### config.mk
export PLATFORM = sky130hd
export DESIGN_NAME = tiny_dnn_seq
export DESIGN_NICKNAME = d
export VERILOG_FILES = /design/src/rtl/tiny_dnn_pkg.sv /design/src/rtl/tiny_dnn_cnt.sv /design/src/rtl/tiny_dnn_seq.sv
export SDC_FILE = /design/constraint.sdc
export NUM_CORES = 1
export LEC_CHECK = 0
export ABC_AREA = 1
export CAP_MARGIN = 20
export CORE_AREA = 2 2 131 133
export CTS_CLUSTER_SIZE = 28
export DETAILED_ROUTE_END_ITERATION = 10
export DIE_AREA = 0 0 133 135
export PLACE_DENSITY = 0.85
export SLEW_MARGIN = 40
export SYNTH_ARGS = -nofsm -noshare
export SYNTH_HDL_FRONTEND = slang
export SYNTH_SLANG_ARGS = --single-unit
export TNS_END_PERCENT = 100
### constraint.sdc
create_clock -name S_AXI_ACLK -period 3.8 [get_ports S_AXI_ACLK]
set_input_delay 0.76 -clock S_AXI_ACLK [delete_from_list [all_inputs] [get_ports S_AXI_ACLK]]
set_output_delay 0.76 -clock S_AXI_ACLK [all_outputs]
set_load 0.01 [all_outputs]
### src/rtl/tiny_dnn_pkg.sv
// -----------------------------------------------------------------------------
// tiny_dnn_pkg
// Shared widths and types for the tiny_dnn sequencer, register block and
// buffers, so all of them agree on address and counter sizes.
//   ADDR_W : input/weight/output buffer address width
//   CNT_W  : kernel/spatial counter width (kh, kw, oh, ow, iw)
//   CH_W   : channel counter limit width (id)
//   IS_W   : channel plane stride width (is)
//   state_e: sequencer FSM states
// -----------------------------------------------------------------------------
package tiny_dnn_pkg;

    localparam int ADDR_W = 12;
    localparam int CNT_W  = 5;
    localparam int CH_W   = 4;
    localparam int IS_W   = 10;

    typedef enum logic [1:0] {
        IDLE = 2'd0,
        RUN  = 2'd1,
        DONE = 2'd2
    } state_e;

endpackage

### src/rtl/tiny_dnn_cnt.sv
// -----------------------------------------------------------------------------
// tiny_dnn_cnt
// Wrap counter used for each loop level of the sequencer. Counts 0..limit_i
// while en_i is high and returns to 0 after reaching limit_i.
// Ports:
//   clk, srst     : clock and synchronous active-high reset
//   clr_i         : force the count to 0 on the next edge (overrides en_i)
//   en_i          : advance by one step this cycle
//   limit_i       : terminal value (inclusive)
//   cnt_next_o    : value the counter will hold after this edge
//   term_o        : current value equals limit_i
//   wrap_o        : stepping past limit_i this cycle (carry into next level)
// -----------------------------------------------------------------------------
module tiny_dnn_cnt #(
    parameter int W = 5
) (
    input  logic         clk,
    input  logic         srst,
    input  logic         clr_i,
    input  logic         en_i,
    input  logic [W-1:0] limit_i,
    output logic [W-1:0] cnt_next_o,
    output logic         term_o,
    output logic         wrap_o
);

    logic [W-1:0] cnt_q;
    logic [W-1:0] cnt_d;

    // Equality (not >=) is deliberate: if the limit changes mid-pass the
    // counter simply rolls over modulo 2^W and the loop still terminates.
    assign term_o = (cnt_q == limit_i);
    assign wrap_o = en_i & term_o;

    always_comb begin
        cnt_d = cnt_q;
        if (clr_i) begin
            cnt_d = '0;
        end else if (en_i) begin
            cnt_d = term_o ? '0 : cnt_q + W'(1);
        end
    end

    assign cnt_next_o = cnt_d;

    always_ff @(posedge clk) begin
        if (srst) begin
            cnt_q <= '0;
        end else begin
            cnt_q <= cnt_d;
        end
    end

endmodule

### src/rtl/tiny_dnn_seq.sv
// -----------------------------------------------------------------------------
// tiny_dnn_seq
// Loop sequencer for the tiny_dnn convolution/FC datapath. Walks
// kx (innermost), ky, c, ox, oy (outermost) and presents one MAC term per
// cycle using incremental pointer arithmetic only.
// Ports:
//   S_AXI_ACLK, S_AXI_ARESET : clock, synchronous active-high reset
//   run                      : rising edge starts a pass, low aborts
//   id, is, iw, oh, ow, kh, kw : static shape configuration (limits are N-1)
//   stall                    : datapath not ready, hold everything
//   src_a, wgt_a, dst_a      : input / weight / output buffer addresses
//   vld                      : src_a/wgt_a valid
//   acc_clr, acc_wr          : first / last MAC term of an output pixel
//   busy                     : pass in progress (RUN or DONE)
//   done                     : one-cycle pulse after the final term
// -----------------------------------------------------------------------------
module tiny_dnn_seq
    import tiny_dnn_pkg::*;
#(
    parameter int AW   = ADDR_W,
    parameter int DW_K = CNT_W
) (
    input  logic            S_AXI_ACLK,
    input  logic            S_AXI_ARESET,
    input  logic            run,
    input  logic [CH_W-1:0] id,
    input  logic [IS_W-1:0] is,
    input  logic [DW_K-1:0] iw,
    input  logic [DW_K-1:0] oh,
    input  logic [DW_K-1:0] ow,
    input  logic [DW_K-1:0] kh,
    input  logic [DW_K-1:0] kw,
    input  logic            stall,
    output logic [AW-1:0]   src_a,
    output logic [AW-1:0]   wgt_a,
    output logic [AW-1:0]   dst_a,
    output logic            vld,
    output logic            acc_clr,
    output logic            acc_wr,
    output logic            busy,
    output logic            done
);

    localparam int NLVL = 5;  // 0:kx 1:ky 2:c 3:ox 4:oy

    state_e state_q;
    logic   run_q;

    logic [AW-1:0] src_a_q, wgt_a_q, dst_a_q;
    logic          vld_q, acc_clr_q, acc_wr_q, busy_q, done_q;

    // ---------------------------------------------------------------------
    // Loop counters, chained by wrap
    // ---------------------------------------------------------------------
    logic            adv;
    logic            cnt_clr;
    logic            cnt_en   [NLVL];
    logic            cnt_term [NLVL];
    logic            cnt_wrap [NLVL];
    logic [DW_K-1:0] cnt_lim  [NLVL];
    logic [DW_K-1:0] cnt_nxt  [NLVL];

    // A term is consumed only in RUN with run still high and no stall.
    assign adv     = (state_q == RUN) && run && !stall;
    // Counters sit at zero outside RUN, so the first term after start falls
    // out of the same next-value path as every later term.
    assign cnt_clr = (state_q != RUN);

    assign cnt_lim[0] = kw;
    assign cnt_lim[1] = kh;
    assign cnt_lim[2] = DW_K'(id);
    assign cnt_lim[3] = ow;
    assign cnt_lim[4] = oh;

    always_comb begin
        for (int i = 0; i < NLVL; i++) begin
            cnt_en[i] = 1'b0;
        end
        cnt_en[0] = adv;
        for (int i = 1; i < NLVL; i++) begin
            cnt_en[i] = cnt_en[i-1] & cnt_term[i-1];
        end
    end

    generate
        for (genvar gi = 0; gi < NLVL; gi++) begin : g_cnt
            tiny_dnn_cnt #(
                .W (DW_K)
            ) u_cnt (
                .clk        (S_AXI_ACLK),
                .srst       (S_AXI_ARESET),
                .clr_i      (cnt_clr),
                .en_i       (cnt_en[gi]),
                .limit_i    (cnt_lim[gi]),
                .cnt_next_o (cnt_nxt[gi]),
                .term_o     (cnt_term[gi]),
                .wrap_o     (cnt_wrap[gi])
            );
        end
    endgenerate

    // ---------------------------------------------------------------------
    // Pointers (all modulo 2^AW)
    //   pix   : oy*iw + ox        row_q : oy*iw
    //   cbase : c*is              krow  : c*is + ky*iw
    // ---------------------------------------------------------------------
    logic [AW-1:0] pix_q,   pix_d;
    logic [AW-1:0] row_q,   row_d;
    logic [AW-1:0] cbase_q, cbase_d;
    logic [AW-1:0] krow_q,  krow_d;
    logic [AW-1:0] wgt_q,   wgt_d;
    logic [AW-1:0] dst_q,   dst_d;
    logic [AW-1:0] iw_ext, is_ext;
    logic          last;

    assign iw_ext = AW'(iw);
    assign is_ext = AW'(is);
    assign last   = cnt_wrap[NLVL-1];

    // Higher loop levels override lower ones: a wrap at level n implies a
    // wrap at every level below it.
    always_comb begin
        pix_d   = pix_q;
        row_d   = row_q;
        cbase_d = cbase_q;
        krow_d  = krow_q;
        wgt_d   = wgt_q;
        dst_d   = dst_q;
        if (state_q != RUN) begin
            pix_d   = '0;
            row_d   = '0;
            cbase_d = '0;
            krow_d  = '0;
            wgt_d   = '0;
            dst_d   = '0;
        end else if (adv) begin
            wgt_d = wgt_q + AW'(1);
            if (cnt_wrap[0]) begin
                krow_d = krow_q + iw_ext;
            end
            if (cnt_wrap[1]) begin
                cbase_d = cbase_q + is_ext;
                krow_d  = cbase_q + is_ext;
            end
            if (cnt_wrap[2]) begin
                // new output pixel
                cbase_d = '0;
                krow_d  = '0;
                wgt_d   = '0;
                dst_d   = dst_q + AW'(1);
                pix_d   = pix_q + AW'(1);
            end
            if (cnt_wrap[3]) begin
                row_d = row_q + iw_ext;
                pix_d = row_q + iw_ext;
            end
        end
    end

    always_ff @(posedge S_AXI_ACLK) begin
        if (S_AXI_ARESET) begin
            pix_q   <= '0;
            row_q   <= '0;
            cbase_q <= '0;
            krow_q  <= '0;
            wgt_q   <= '0;
            dst_q   <= '0;
        end else begin
            pix_q   <= pix_d;
            row_q   <= row_d;
            cbase_q <= cbase_d;
            krow_q  <= krow_d;
            wgt_q   <= wgt_d;
            dst_q   <= dst_d;
        end
    end

    // Attributes of the term that the next edge will present.
    logic [AW-1:0] src_next;
    logic          clr_next;
    logic          wr_next;

    assign src_next = pix_d + krow_d + AW'(cnt_nxt[0]);
    assign clr_next = (cnt_nxt[0] == '0) && (cnt_nxt[1] == '0) && (cnt_nxt[2] == '0);
    assign wr_next  = (cnt_nxt[0] == kw) && (cnt_nxt[1] == kh) && (cnt_nxt[2] == DW_K'(id));

    // ---------------------------------------------------------------------
    // FSM with registered outputs
    // ---------------------------------------------------------------------
    always_ff @(posedge S_AXI_ACLK) begin
        if (S_AXI_ARESET) begin
            state_q   <= IDLE;
            run_q     <= 1'b0;
            src_a_q   <= '0;
            wgt_a_q   <= '0;
            dst_a_q   <= '0;
            vld_q     <= 1'b0;
            acc_clr_q <= 1'b0;
            acc_wr_q  <= 1'b0;
            busy_q    <= 1'b0;
            done_q    <= 1'b0;
        end else begin
            run_q <= run;
            case (state_q)
                IDLE: begin
                    done_q <= 1'b0;
                    if (run && !run_q) begin
                        state_q   <= RUN;
                        busy_q    <= 1'b1;
                        vld_q     <= 1'b1;
                        src_a_q   <= src_next;
                        wgt_a_q   <= wgt_d;
                        dst_a_q   <= dst_d;
                        acc_clr_q <= clr_next;
                        acc_wr_q  <= wr_next;
                    end
                end
                RUN: begin
                    if (!run) begin
                        // abort: no done pulse
                        state_q   <= IDLE;
                        busy_q    <= 1'b0;
                        vld_q     <= 1'b0;
                        acc_clr_q <= 1'b0;
                        acc_wr_q  <= 1'b0;
                    end else if (!stall) begin
                        if (last) begin
                            state_q   <= DONE;
                            done_q    <= 1'b1;
                            vld_q     <= 1'b0;
                            acc_clr_q <= 1'b0;
                            acc_wr_q  <= 1'b0;
                        end else begin
                            vld_q     <= 1'b1;
                            src_a_q   <= src_next;
                            wgt_a_q   <= wgt_d;
                            dst_a_q   <= dst_d;
                            acc_clr_q <= clr_next;
                            acc_wr_q  <= wr_next;
                        end
                    end
                end
                DONE: begin
                    state_q <= IDLE;
                    done_q  <= 1'b0;
                    busy_q  <= 1'b0;
                end
                default: begin
                    state_q   <= IDLE;
                    busy_q    <= 1'b0;
                    done_q    <= 1'b0;
                    vld_q     <= 1'b0;
                    acc_clr_q <= 1'b0;
                    acc_wr_q  <= 1'b0;
                end
            endcase
        end
    end

    assign src_a   = src_a_q;
    assign wgt_a   = wgt_a_q;
    assign dst_a   = dst_a_q;
    assign vld     = vld_q;
    assign acc_clr = acc_clr_q;
    assign acc_wr  = acc_wr_q;
    assign busy    = busy_q;
    assign done    = done_q;

endmodule

==> impl_summary.log <==
INFO  metric status = finished, violations left
INFO  metric failed_checks = negative setup slack
INFO  metric final_critical_path_setup_slack = -0.0412 ns
INFO  metric synth-warning-count = 0
INFO  metric die_area = 18000 sq um
INFO  metric synth.top_cells.by_count = sky130_fd_sc_hd__nand2_1 (255), sky130_fd_sc_hd__dfxtp_1 (141), sky130_fd_sc_hd__nor2_1 (122)
INFO  metric nNetsFinal = 1520
INFO  metric final_area = 12500 sq um
INFO  metric place_congestion = 0.902
INFO  metric clk_latency = 0.44 ns
INFO  metric asr_flop_ratio_synth = 0
INFO  metric vias_per_cell = 5.90
INFO  metric synthCells = 1185
INFO  metric power.density = 298 nW/um^2
INFO  metric grt_max_degree = 59
INFO  metric ff2ff_setup_slack = -0.02 ns
INFO  metric detailed_place.area = 10500 sq um
INFO  metric synth-main-ff-cell = sky130_fd_sc_hd__dfxtp_1
INFO  metric cts_htree_levels = 4
INFO  metric mappedNetlistArea = 8480 sq um
INFO  metric syn_area_per_cell = 7.16 sq um
INFO  metric synth-seq-area-share = 0.333
INFO  metric ios = 84
INFO  metric worstReg2RegEnd = src_a[11]$_SDFFE_PP0P_
INFO  metric final_antenna_net_count = 0
INFO  metric cp_common_cell = sky130_fd_sc_hd__nand2_1
INFO  metric route.final.wire_length = 31000 um
INFO  metric grt.met1_usage = 0.355
INFO  metric slew_headroom = 0.513
INFO  metric die-height = 135 um
INFO  metric proportion_of_netlist_area_held_by_the_largest_area_contributor = 0.333
INFO  metric insertedDiodeCount = 0
INFO  metric worst-endpoint-required = 4.13 ns
INFO  metric antenna_violations_before_repair = 0
INFO  metric post-route-drc-count = 0
INFO  metric yosys-top-cells-area = sky130_fd_sc_hd__dfxtp_1 (33%), sky130_fd_sc_hd__nand2_1 (11%), sky130_fd_sc_hd__ha_1 (6.5%)
INFO  metric final_core_utilization = 0.759
INFO  metric groute.usage.overall = 0.306
INFO  metric hold_viol = 0
INFO  metric max-cap-violations = 0
INFO  metric final.hold.worst_slack = 0.459 ns
INFO  metric horizontal_die_dimension = 133 um
INFO  metric routing_layer_with_the_top_usage_in_global_route = met2
INFO  metric number_of_global_route_vias_before_repair = 9116
INFO  metric cts_buffers = 17
INFO  metric arrival = 4.17 ns
INFO  metric unrepaired_setup_endpoints_after_global_routing = yes
INFO  metric post-route-min-period = 3.84 ns
INFO  metric drt_iter0_markers = 1140
INFO  metric dp.final_hpwl = 18000 um
INFO  metric timing_worst_setup_path_type = input port to flip-flop
INFO  metric hold_path_startpoint = done$_SDFFE_PP0P_
INFO  metric cts-root-buf = sky130_fd_sc_hd__clkbuf_16
INFO  metric timing.hold.worst.class = flip-flop to flip-flop
INFO  metric cts_tree = built
INFO  metric synthDistinctLibCells = 51
INFO  metric met3_usage = 0.0646
INFO  metric number_of_buffers_and_inverters_on_the_critical_path = 2
INFO  metric max_ir_drop_vdd = 0.311 mV
INFO  metric r2r_start = g_cnt[0].u_cnt.cnt_q[0]$_SDFF_PP0_
INFO  metric detail_route.first_pass.iterations = 7
INFO  metric drive_above_1_share = 0.328
INFO  metric clkTransAtPathRegs = 0.06 ns
INFO  metric timing.final.crit_share = 1.01
INFO  metric num_rows = 47
INFO  metric design.core.area = 16400 sq um
INFO  metric max_slew_violation_count = 0
INFO  metric rr_worst_depth = 24
INFO  metric finalClockSkew = 0.00899 ns
INFO  metric synth-edff-count = 0
INFO  metric crit_family = simple AND/OR/NAND/NOR gates
INFO  metric synth.ff_latch_count = 141
INFO  metric synth_most_common_cell = sky130_fd_sc_hd__nand2_1
INFO  metric grt_first_pass_wirelength = 44100 um
INFO  metric max_freq = 260 MHz
INFO  metric timing.critical_path.from_type = input port
INFO  metric clock-sinks = 141
INFO  metric cp_capture_type = flip-flop
INFO  metric worst-path-max-fanout = 5
INFO  metric worst-slew-pin-transition = 0.725 ns
INFO  metric setup_violations = 1
INFO  metric global_route.usage.met2 = 0.536
INFO  metric cts_max_path_buffers = 2
INFO  metric worst_hold_path_ep = done$_SDFFE_PP0P_
INFO  metric critical_path.cell_chain = buf_8, nand2_2, nand2_2, nor2_4, buf_6, nand4_4, nor2_4, nand2_4, nor3_4, xnor2_1, nand2_1, o21ai_2, nor2_2, fa_1, ha_4, nand2_1, nor2_2, nand3_2, nand3_2, nand4_1, nand2_1, nand2_2, nand3_2, nand2_1
INFO  metric hold-path-cell-count = 2
INFO  metric port_buffer_count = 83
INFO  metric layout-area-overhead-vs-synth = 46.8%
INFO  metric filler_cell_count = 999
INFO  metric yosysTopAreaCell = sky130_fd_sc_hd__dfxtp_1
INFO  metric crit_path_max_incr_delay = 0.53 ns
INFO  metric p_leak = 5.36 nW
INFO  metric vias = 9770
INFO  metric wl_per_cell = 18.7 um
INFO  metric critical-path-slowest-cell = sky130_fd_sc_hd__fa_1
INFO  metric initial_core_util = 0.517
INFO  metric postSynthNetCount = 1281
INFO  metric grt_overflow = 0
per-layer routing:
| layer | wire [um] | vias to the layer above |
|---|---|---|
| li1 | - | 4404 |
| met1 | 11300 | 4564 |
| met2 | 15200 | 629 |
| met3 | 2770 | 173 |
| met4 | 1720 | 0 |
| met5 | 0 | - |
cell families (layout without fill, tap and decap cells):
kind of cell | after synthesis | count (layout) | synth area share
fa+ha+maj | 53 | 53 | 0.0861
simple gates | 578 | 579 | 0.309
xor+xnor | 61 | 61 | 0.0630
buf+inv | 168 | 419 | 0.0782
compound gates | 184 | 184 | 0.131
flops | 141 | 141 | 0.333
worst register-to-register path, delay by kind of cell (launching register included):
family,cells,cell delay [ns]
AOI/OAI and AO/OA,1,0.11
xor gates and xnor gates,1,0.15
adders and majority gates,2,0.87
buffers and inverters,2,0.19
DFF,1,0.39
and+or+nand+nor,18,1.97
flip-flops by register name, summed over array words and instances, names as in the netlist, 2 cells and up:
| name | count |
|---|---|
| wgt_a | 12 |
| state_q | 2 |
| dst_q | 12 |
| wgt_q | 12 |
| row_q | 12 |
| dst_a | 12 |
| pix_q | 12 |
| krow_q | 12 |
| src_a | 12 |
| cbase_q | 12 |
| g_cnt.u_cnt.cnt_q | 25 |
cell usage in the layout, fill, tap and decap left out, types with 17 or more instances in the layout:
cell	n
sky130_fd_sc_hd__clkbuf_16	17
sky130_fd_sc_hd__buf_4	161
sky130_fd_sc_hd__o21ai_2	23
sky130_fd_sc_hd__nor2_1	98
sky130_fd_sc_hd__nor3_1	38
sky130_fd_sc_hd__xnor2_1	19
sky130_fd_sc_hd__nor2_2	18
sky130_fd_sc_hd__dfxtp_1	131
sky130_fd_sc_hd__a21oi_1	53
sky130_fd_sc_hd__nand2_2	45
sky130_fd_sc_hd__nand4_1	29
sky130_fd_sc_hd__nand2_1	217
sky130_fd_sc_hd__o21ai_0	32
sky130_fd_sc_hd__inv_1	97
sky130_fd_sc_hd__nand3_1	64
sky130_fd_sc_hd__ha_4	26
sky130_fd_sc_hd__inv_2	28
sky130_fd_sc_hd__clkdlybuf4s50_1	52
sky130_fd_sc_hd__xor2_1	36
metrics by stage:
stage	power, W	worst slack (ns)	instances	setup TNS (ns)
6_report	0.00371	-0.0412	1657	-0.0412
4_1_cts	0.00365	0.00463	1632	0
2_1_floorplan	0.00171	-0.0427	1185	-0.0427
5_1_grt	0.00379	-0.165	1657	-0.459
3_5_place_dp	0.00189	-0.901	1580	-7.08
3_3_place_gp	0.00188	-0.766	1580	-6.44
where the power goes:
group          leakage [nW]  switching, W  total (W)  internal (W)
clock                 0.305      0.000682    0.00180       0.00112
sequential             1.15     0.0000159    0.00152       0.00150
combinational          3.91      0.000221   0.000391      0.000170
total                  5.36      0.000919    0.00371       0.00279
layout make-up:
class / count / area, sq um / share of cell area
clock buffer: 23 / 498 / 0.0400
tap: 220 / 275 / 0.0221
timing repair buffer: 255 / 2170 / 0.175
multi-input combinational: 877 / 6020 / 0.484
sequential: 141 / 2840 / 0.228
clock inverter: 9 / 133 / 0.0107
inverter: 132 / 508 / 0.0408
worst max path at each step:
stage                      from                      to  slack (ns)  cells after the start
after global placement    is[0]  src_a[11]$_SDFFE_PP0P_       -0.77                     21
after global routing      iw[0]  src_a[11]$_SDFFE_PP0P_       -0.16                     24
after floorplan           kw[4]   src_a[8]$_SDFFE_PP0P_       -0.04                     23
after detailed placement  iw[0]  src_a[10]$_SDFFE_PP0P_       -0.90                     21
after CTS                 is[1]   src_a[8]$_SDFFE_PP0P_       0.005                     19
final                     kw[3]  src_a[11]$_SDFFE_PP0P_       -0.04                     24
timing repair:
action                     CTS  global route
gates resized for setup    143           198
gates cloned                 1             0
buffers inserted            20            25
hold buffers                 0             0
pin swaps                   85           122
setup endpoints to repair   10             9
(Power assumes the default switching activity.)
